## src/rtl/axi4s_rr_arbiter.sv

```systemverilog
// Packet-aware round-robin arbiter: NUM_PORTS AXI4-Stream sources share one downstream stream.
// Latency: 1 cycle arbitration from IDLE, then zero-latency combinational pass-through per beat.
// Backpressure: s_tready_i is forwarded only to the granted source; all other sources see ready=0.
// Optional macro AXI4S_ARB_BACK_TO_BACK_EN: re-arbitrate on the tlast beat to remove the inter-packet bubble.
module axi4s_rr_arbiter #(
  parameter int NUM_PORTS = 4,
  parameter int AXI_WIDTH = 64
) (
  input  logic                           clk_i,
  input  logic                           rst_ni,
  input  logic [NUM_PORTS*AXI_WIDTH-1:0] m_tdata_i,
  input  logic [NUM_PORTS-1:0]           m_tvalid_i,
  output logic [NUM_PORTS-1:0]           m_tready_o,
  input  logic [NUM_PORTS-1:0]           m_tlast_i,
  output logic [AXI_WIDTH-1:0]           s_tdata_o,
  output logic                           s_tvalid_o,
  input  logic                           s_tready_i,
  output logic                           s_tlast_o,
  output logic [$clog2(NUM_PORTS)-1:0]   grant_o,
  output logic                           busy_o
);

  localparam int GRANT_W = $clog2(NUM_PORTS);

  localparam logic [0:0] ST_IDLE   = 1'b0;
  localparam logic [0:0] ST_LOCKED = 1'b1;

  logic [0:0]         state;
  logic [GRANT_W-1:0] grant_r;
  logic [GRANT_W-1:0] last_grant_r;
  logic               locked;
  logic               pkt_end;

  // First requesting port searching cyclically from last+1, with last itself checked at the end.
  function automatic logic [GRANT_W-1:0] rr_pick(input logic [NUM_PORTS-1:0] req,
                                                 input logic [GRANT_W-1:0]   last);
    logic [GRANT_W-1:0] pick;
    logic [GRANT_W-1:0] idx_g;
    logic               found;
    int                 idx;
    pick  = last;
    found = 1'b0;
    for (int i = 1; i <= NUM_PORTS; i++) begin
      idx   = (int'(last) + i) % NUM_PORTS;
      idx_g = GRANT_W'(idx);
      if (!found && req[idx_g]) begin
        pick  = idx_g;
        found = 1'b1;
      end
    end
    return pick;
  endfunction

  assign locked  = (state == ST_LOCKED);
  assign busy_o  = locked;
  assign grant_o = grant_r;

  // Forward the granted source downstream and route ready back only to that source.
  always_comb begin
    s_tdata_o  = '0;
    s_tlast_o  = 1'b0;
    s_tvalid_o = 1'b0;
    m_tready_o = '0;
    for (int k = 0; k < NUM_PORTS; k++) begin
      if (grant_r == GRANT_W'(k)) begin
        s_tdata_o     = m_tdata_i[k*AXI_WIDTH +: AXI_WIDTH];
        s_tlast_o     = m_tlast_i[k];
        s_tvalid_o    = locked && m_tvalid_i[k];
        m_tready_o[k] = locked && s_tready_i;
      end
    end
  end

  assign pkt_end = s_tvalid_o && s_tready_i && s_tlast_o;

  // Grant state machine: lock on a packet, release (or hand over) on the accepted tlast beat.
  always_ff @(posedge clk_i) begin
    if (!rst_ni) begin
      state        <= ST_IDLE;
      grant_r      <= '0;
      last_grant_r <= GRANT_W'(NUM_PORTS - 1);
    end else begin
      case (state)
        ST_IDLE: begin
          if (|m_tvalid_i) begin
            grant_r <= rr_pick(m_tvalid_i, last_grant_r);
            state   <= ST_LOCKED;
          end
        end
        default: begin
          if (pkt_end) begin
            last_grant_r <= grant_r;
`ifdef AXI4S_ARB_BACK_TO_BACK_EN
            if (|m_tvalid_i) begin
              grant_r <= rr_pick(m_tvalid_i, grant_r);
            end else begin
              state <= ST_IDLE;
            end
`else
            state <= ST_IDLE;
`endif
          end
        end
      endcase
    end
  end

endmodule

```

## config.mk

```make
export PLATFORM = sky130hd
export DESIGN_NAME = axi4s_rr_arbiter
export DESIGN_NICKNAME = d
export VERILOG_FILES = /design/src/rtl/axi4s_rr_arbiter.sv
export SDC_FILE = /design/constraint.sdc
export NUM_CORES = 1
export LEC_CHECK = 0
export ABC_CLOCK_PERIOD_IN_PS = 1500
export CORE_AREA = 2 2 131 133
export CTS_BUF_LIST = sky130_fd_sc_hd__clkbuf_4
export CTS_CLUSTER_SIZE = 20
export DETAILED_ROUTE_END_ITERATION = 8
export DIE_AREA = 0 0 133 135
export PLACE_DENSITY = 0.49
export SLEW_MARGIN = 20
export SYNTH_ARGS = -nofsm -noshare
export SYNTH_HDL_FRONTEND = slang
export SYNTH_SLANG_ARGS = --single-unit
```

## constraint.sdc

```tcl
create_clock -name clk_i -period 1.5 [get_ports clk_i]
set_input_delay 0.375 -clock clk_i [delete_from_list [all_inputs] [get_ports clk_i]]
set_output_delay 0.375 -clock clk_i [all_outputs]
set_load 0.02 [all_outputs]
```

After elaboration in Yosys (flattened, before gate mapping)
Index checks and enable logic that the tools add are counted.

word-level totals
  flip-flop bits (word level) = 5
  output and inout bits = 73

cells by class
  $add $sub $neg = 4
  $lt $le $gt $ge = 4
  eq/ne operators = 3
  mux-type cells = 43
  bitwise operators = 1
  reductions and logical operators = 17

operator list
  cell                                                        count
  2-to-1 mux 64 bit                                           4
  2-to-1 mux 1 bit                                            31
  less-than comparator 2 x 3 -> 1 bit, second input constant  4
  logical AND 1 bit                                           10
  binary-select mux 1 bit (select 2 bit)                      4
  2-to-1 mux 2 bit                                            4
  adder 2 x 1 -> 2 bit, second input constant                 2
  adder 2 bit, second input constant                          2
  equality test 2 bit, second input constant                  2
  AND reduction 2 bit                                         2
  OR reduction 4 bit                                          1
  zero test 1 bit                                             3
  equality test 2 x 1 -> 1 bit, second input constant         1
  zero test 2 bit                                             1
  inverter 1 bit                                              1

Logic depth before layout (Yosys ltp)
Gate-level depths: netlist (run 1).

  depth after elaboration = 22
  mapped depth = 5
  depth with buffers taken out = 4

Worst setup path after synthesis (run 1)
Ideal clock, no wire load.

  path kind = register to output
  from = register grant_r[0], in the netlist grant_o[0]
  to = output s_tdata_o[0]
  data arrival time = 1.486 ns
  setup slack = -0.361 ns
  cell stages (with the launch flop) = 4
  buffers on the path = 2
  cell sequence = dfxtp_1 -> buf_6 -> buf_2 -> mux4_2

between the ends
  longest elaborated chain between the ends = 5
  elaborated cells between the ends (all ways) = 8
  those cells by class = 3 x eq/ne; 4 x mux; 1 x reduce/logical

ends and longest elaborated chain
  item                            line  text
  start, declared                 29    logic [GRANT_W-1:0] grant_r;
  start signal, assigned          86    grant_r <= rr_pick(m_tvalid_i, last_grant_r);
  zero test 2 bit                 65    if (grant_r == GRANT_W'(k)) begin
  2-to-1 mux 64 bit (3 in a row)  65
  2-to-1 mux 64 bit *             65
  end, declared                   15    output logic [AXI_WIDTH-1:0] s_tdata_o,

Mark *: on every way between the ends. The rest lies on a longest branch, timed or not.

Worst setup path in the final report (run 1)
  from = register grant_r[0], in the netlist grant_o[0]
  to = output s_tdata_o[45]

The elaborated chain is that of the path after synthesis.

==> out/results.tsv, run 1 <==
stage	metric	value	unit
outcome	outcome	finished with violations	
outcome	failing checks	negative setup slack	
routing	DRT Pass-1 Iters	4	
clock_tree	maximum level of the CTS H-tree	1	
sta	Pins Over Slew Limit	0	
setup_path	Crit Path Class	reg2out	
routing	residual DRC count	0	
sta	Setup Viol. Count Final	73	
finish	most common cell after layout, fill and taps aside	clkdlybuf4s50_1	
flow_run	Max Cap Viol	0	
yosys	largest area contributor in the netlist	mux4_2	
yosys	top cell type's share of synthesized area	77.5	%
sta	worst slew pin tran	0.304	ns
die	starting density of the core	11.7	%
pwr	total power	3.01	mW
setup_path	CP Max Fanout	7	
placed_design	port bufs	339	
yosys	top cells by area, synth	mux4_2, dfxtp_1, buf_2	
finish	ant diodes	0	
pwr	worst vdd ir	576	uV
setup_path	crit path DAT	1.62	ns
yosys	Synth Instances	124	
die	io pins	340	
yosys	Synth Cell Area	1920	um^2
sta	post-route setup slack	-0.500	ns
yosys	Post-Syn Nets	391	
die	core area	16400	um^2
setup_path	R2R Setup Slk	-0.27	ns
pwr	combinational power share	88.9	%
finish	fraction of layout cells with a size suffix above 1	39.2	%
yosys	post-synthesis sequential area ratio	5.22	%
finish	synthesis-to-finish area growth	224	%
finish	Util after Layout	37.9	%
finish	most frequent cells in the layout	clkdlybuf4s50_1, buf_6, mux4_2	
sta	Final Cycle Share	133	%
sta	Peak Freq	0.500	GHz
routing	DR vias/cell	4.13	
clock_tree	clock tree buffer depth	2	
sta	Layout Skew	0.00293	ns
die	Die W	133	um
grt	GRT Total Usage	15.7	%
setup_path	Critical Path RT	1.12	ns
sta	Final min period	2.00	ns
routing	First DRT Iteration DRCs	50	
yosys	synthesized area per cell	15.5	um^2
die	FP Rows	47	
finish	fin nets	753	
clock_tree	Clk pin slew, worst setup/hold paths	0.04	ns
grt	largest net degree at the start of global routing	36	
sta	Slew HR	79.7	%
grt	vias in the first global route	3251	
finish	# fillers	1588	
sta	Fin Setup TNS	-31.55	ns
pwr	Psw	1.06	mW
grt	antenna violations before repair	1	
pwr	Leakage	2.28	nW
pwr	Int Power	1.96	mW
clock_tree	Root Buffer	clkbuf_4	
routing	Post-Route WL	15.1	mm
grt	first-pass GRT wire length	21.2	mm
sta	Hold Fails Final Rpt	0	
pwr	switching part of the total	35.1	%
die	Die Span Y	135	um
yosys	Synth Warn #	0	
routing	wire per inst	21.5	um
pwr	Clock power frac	5.7	%
yosys	Seq cells post-synth	5	
clock_tree	Sink Count	5	
die	die area	18000	um^2
clock_tree	TritonCTS clock tree	yes	
routing	Routed Antenna Nets	0	
placed_design	hpwl dp	12.1	mm
routing	DR vias	2911	
setup_path	Worst setup SP type	flip-flop	
pwr	Flop pwr share	5.4	%
pwr	power density cells	485	nW/um^2
sta	unrepaired setup endpoints after global routing	true	
clock_tree	CTS Buf Count	3	
clock_tree	Post-CTS Hold Fix Bufs	0	
clock_tree	Worst-Skew Late Latency	0.24	ns
setup_path	Setup crit end kind	output port	
yosys	post-synthesis cell type count	27	
placed_design	RePlAce Congestion	0.846	
grt	GR Overflow Total	0	
min_path	Hold Crit Class	reg2reg	
-- cell families (layout without fill, tap and decap cells) --
| family | after synthesis | count (layout) | synth area share, % |
|---|---|---|---|
| muxes | 69 | 69 | 79.1 |
| DFF | 5 | 5 | 5.22 |
| buffers and inverters | 20 | 381 | 4.96 |
| and+or+nand+nor | 20 | 20 | 6.53 |
| AOI/OAI and AO/OA | 10 | 10 | 4.18 |
-- area by class of cell --
type,instances,area (um^2),area share [%]
timing repair buffer,374,4010,64.5
sequential,5,108,1.73
inverter,3,11.3,0.181
clock buffer,4,30.0,0.483
tap,220,275,4.43
multi-input combinational,99,1790,28.7
-- power groups by stage --
| stage | logic (mW) | clock network, mW | registers (mW) |
|---|---|---|---|
| floorplan | 1.05 | 0 | 0.164 |
| global placement | 2.37 | 0 | 0.162 |
| detailed placement | 2.38 | 0 | 0.162 |
| CTS | 2.69 | 0.179 | 0.162 |
| global route | 2.80 | 0.196 | 0.165 |
| finish | 2.68 | 0.173 | 0.163 |
-- routing by layer --
layer	vias up	GRT usage, %	share of wire [%]	wire length, um
met2	143	30.0	54	8180
li1	1322	-	-	-
met4	2	1.79	1.0	155
met5	-	0	0.086	13
met1	1432	18.3	38	5750
met3	12	3.79	6.8	1030
-- flip-flops by register name, summed over array words and instances, names as in the netlist --
signal	flops
grant_o	2
last_grant_r	2
busy_o	1
-- worst max-delay path: stages (launching register included) --
cell     delay, ns
dfxtp_4       0.39
buf_12        0.15
buf_16        0.14
mux4_2        0.53
buf_6         0.16
-- per-stage QoR --
step | setup WS [ns] | std cells | cell area (um^2) | hold slack (ns)
6_report | -0.500 | 705 | 6220 | 0.611
2_1_floorplan | -0.133 | 124 | 2060 | 0.444
3_3_place_gp | -0.907 | 684 | 5720 | 0.581
5_1_grt | -0.558 | 705 | 6220 | 0.667
3_5_place_dp | -0.914 | 684 | 5720 | 0.602
4_1_cts | -0.591 | 702 | 6180 | 0.612
-- worst paths after layout --
path                            depth (start not counted)       startpoint               to
worst max-delay path                                    4       grant_o[0]    s_tdata_o[45]
worst min-delay path                                    2  last_grant_r[0]  last_grant_r[0]
worst max register to register                          7       grant_o[0]  last_grant_r[0]
worst min register to register                          2  last_grant_r[0]  last_grant_r[0]
-- cells in the mapped netlist --
library cell  count
mux2i_1           3
o221a_2           1
buf_2            10
and2_1            1
nor2b_1           1
a222oi_1          1
nand4_2           1
buf_6             1
a22oi_1           1
nor4_1            1
nor2_1            1
clkbuf_1          6
nor3b_1           2
o21ai_0           2
inv_1             3
nand2b_1          2
a2111oi_0         1
and4_1            1
o211ai_1          2
nand2_1           5
nand3b_1          2
dfxtp_1           5
and3_1            1
or3b_1            1
o32ai_1           2
mux4_2           66
nor3_1            1
-- timing repair --
action                     CTS  global route
setup buffers                8             3
gates resized for setup    436            10
pin swaps                    6             2
gates cloned                 7             2
setup endpoints to repair   78            78
(Power assumes the default switching activity.)
==> run 2: changes to the inputs <==
--- a/config.mk
+++ b/config.mk
@@ -5,10 +5,9 @@
 export SDC_FILE = /design/constraint.sdc
 export NUM_CORES = 1
 export LEC_CHECK = 0
-export ABC_CLOCK_PERIOD_IN_PS = 1500
+export ABC_CLOCK_PERIOD_IN_PS = 1600
 export CORE_AREA = 2 2 131 133
 export CTS_BUF_LIST = sky130_fd_sc_hd__clkbuf_4
-export CTS_CLUSTER_SIZE = 20
 export DETAILED_ROUTE_END_ITERATION = 8
 export DIE_AREA = 0 0 133 135
 export PLACE_DENSITY = 0.49
==> constraint.sdc (replaced) <==
create_clock -name clk_i -period 1.6 [get_ports clk_i]
set_input_delay 0.4 -clock clk_i [delete_from_list [all_inputs] [get_ports clk_i]]
set_output_delay 0.4 -clock clk_i [all_outputs]
set_load 0.02 [all_outputs]
==> run 2 against run 1 <==
The flow still finishes with violations (negative setup slack). Largest cell class unchanged. Final cell count fell by 0.28%. Worst setup slack got worse by 0.0037 ns. Combinational power fell by 3%. Critical path type unchanged.
==> out/results.tsv, run 2 (synthesis gave the netlist of run 1 again) <==
stage	metric	value	unit	change
grt	GR Overflow Total	0		unchanged
die	core area	16400	um^2	unchanged
pwr	total power	2.92	mW	was 3.01 mW
grt	first-pass GRT wire length	21.9	mm	was 21.2 mm
setup_path	critical path startpoint	grant_o[0]		unchanged
clock_tree	maximum level of the CTS H-tree	1		unchanged
finish	most common cell after layout, fill and taps aside	clkdlybuf4s50_1		unchanged
die	starting density of the core	11.7	%	unchanged
routing	DR vias/cell	4.28		was 4.13
clock_tree	Sink Count	5		unchanged
grt	vias in the first global route	3281		was 3251
die	die area	18000	um^2	unchanged
setup_path	Setup crit end kind	output port		unchanged
sta	Slew HR	68.3	%	was 79.7%
clock_tree	Root Buffer	clkbuf_4		unchanged
pwr	Leakage	2.28	nW	about the same
setup_path	worst flop-to-flop path startpoint	grant_o[0]		unchanged
setup_path	Critical Path RT	1.20	ns	was 1.12 ns
finish	ant diodes	0		unchanged
setup_path	CP max-delay cell	mux4_2		unchanged
placed_design	placed cell count	681		was 684
clock_tree	Worst-Skew Late Latency	0.26	ns	was 0.24 ns
sta	Final min period	2.10	ns	
clock_tree	CTS Buf Count	3		unchanged
die	io pins	340		unchanged
finish	Finished Cell Area	6220	um^2	unchanged
routing	DR vias	3009		was 2911
clock_tree	clock tree buffer depth	2		unchanged
finish	synthesis-to-finish area growth	224	%	unchanged
setup_path	CP Max Fanout	6		was 7
placed_design	placed cell areas	5680	um^2	was 5720 um^2
grt	GRT Total Usage	16.3	%	was 15.7%
sta	Setup Viol. Count Final	74		was 73
routing	Routed Antenna Nets	0		unchanged
sta	Fin Setup TNS	-29.83	ns	was -31.55 ns
sta	post-route setup slack	-0.503	ns	was -0.500 ns
finish	most frequent cells in the layout	clkdlybuf4s50_1, buf_6, mux4_2		unchanged
finish	# fillers	1590		was 1588
die	Die W	133	um	unchanged
outcome	failing checks	negative setup slack		unchanged
die	FP Rows	47		unchanged
min_path	worst hold start	last_grant_r[0]		unchanged
routing	residual DRC count	0		unchanged
finish	Util after Layout	37.9	%	unchanged
setup_path	worst-path cell chain	buf_12 > buf_12 > buf_16 > mux4_2 > buf_6		was buf_12 > buf_16 > mux4_2 > buf_6
outcome	outcome	finished with violations		unchanged
placed_design	Setup WS pre-CTS	-0.897	ns	was -0.914 ns
routing	wire per inst	22.3	um	was 21.5 um
pwr	worst vdd ir	301	uV	was 576 uV
sta	Layout Skew	0.00939	ns	was 0.00293 ns
setup_path	crit path DAT	1.70	ns	was 1.62 ns
routing	DRT Pass-1 Iters	4		unchanged
sta	unrepaired setup endpoints after global routing	true		unchanged
sta	Hold Fails Final Rpt	0		unchanged
setup_path	CP top delay family	multiplexers		unchanged
flow_run	Max Cap Viol	0		unchanged
sta	Final Cycle Share	131	%	
setup_path	R2R Setup Slk	-0.19	ns	was -0.27 ns
placed_design	RePlAce Congestion	0.822		was 0.846
sta	Pins Over Slew Limit	0		unchanged
grt	largest net degree at the start of global routing	39		was 36
routing	Post-Route WL	15.7	mm	was 15.1 mm
placed_design	hpwl dp	12.6	mm	was 12.1 mm
finish	final non-filler cell total	703		was 705
grt	antenna violations before repair	1		unchanged
pwr	power density cells	470	nW/um^2	was 485 nW/um^2
sta	hold slack	0.617	ns	was 0.611 ns
finish	fraction of layout cells with a size suffix above 1	37.9	%	was 39.2%
finish	fin nets	751		was 753
clock_tree	TritonCTS clock tree	yes		unchanged
setup_path	CP Buf/Inv Count	4		was 3
setup_path	Crit Path Class	reg2out		unchanged
setup_path	Worst setup SP type	flip-flop		unchanged
setup_path	Worst path max stage delay	0.53	ns	about the same
min_path	Hold Crit Class	reg2reg		unchanged
placed_design	port bufs	339		unchanged
clock_tree	Clk pin slew, worst setup/hold paths	0.05	ns	was 0.04 ns
routing	First DRT Iteration DRCs	72		was 50
sta	Peak Freq	0.475	GHz	
sta	worst slew pin tran	0.464	ns	was 0.304 ns
setup_path	CP most frequent cell	buf_12		
die	Die Span Y	135	um	unchanged
==> run 2: cell types whose count changed in the layout (fill, tap and decap cells not counted), moves of 2 or more <==
cell	change
dlygate4sd2_1	+2
buf_2	-2
clkdlybuf4s15_2	-5
buf_12	+4
clkbuf_2	-2
buf_6	+2
==> run 2: final timing paths <==
kind,endpoint,depth (start not counted)
min reg2reg,last_grant_r[0],2
min,last_grant_r[0],2
max,s_tdata_o[14],5
max reg2reg,last_grant_r[1],7
==> run 2: final cells by class <==
type	count	area (um^2)	area share, %
clock buffers	4	30.0	0.483
inverters	3	11.3	0.181
multi-input cells	99	1750	28.2
flip-flops and latches	5	108	1.73
well taps	220	275	4.43
repair buffers	372	4040	65.0
==> run 2: metal layers <==
metal	part of all wire (%)	GRT usage [%]	vias up	routed length, um
li1	-	-	1317	-
met4	1.4	2.93	0	213
met5	0	0	-	0
met1	39	20.0	1495	6120
met2	52	29.4	179	8120
met3	8.0	4.13	18	1250
==> run 2: worst min-delay path: stages (launching register included) <==
cell     delay, ns
dfxtp_1       0.36
mux2i_1       0.15
nand2_1       0.06
==> run 2: timing repair <==
action	in CTS	in global routing
endpoints found under the setup margin	78	75
buffers inserted	10	4
resized for setup	440	16
pin swaps	3	2
gates cloned	7	1
hold buffers	0	0
==> run 2: power by group <==
part	leakage, nW	internal [mW]	switching (mW)
clock	0.0184	0.112	0.0672
sequential	0.0426	0.135	0.0190
combinational	2.22	1.63	0.962
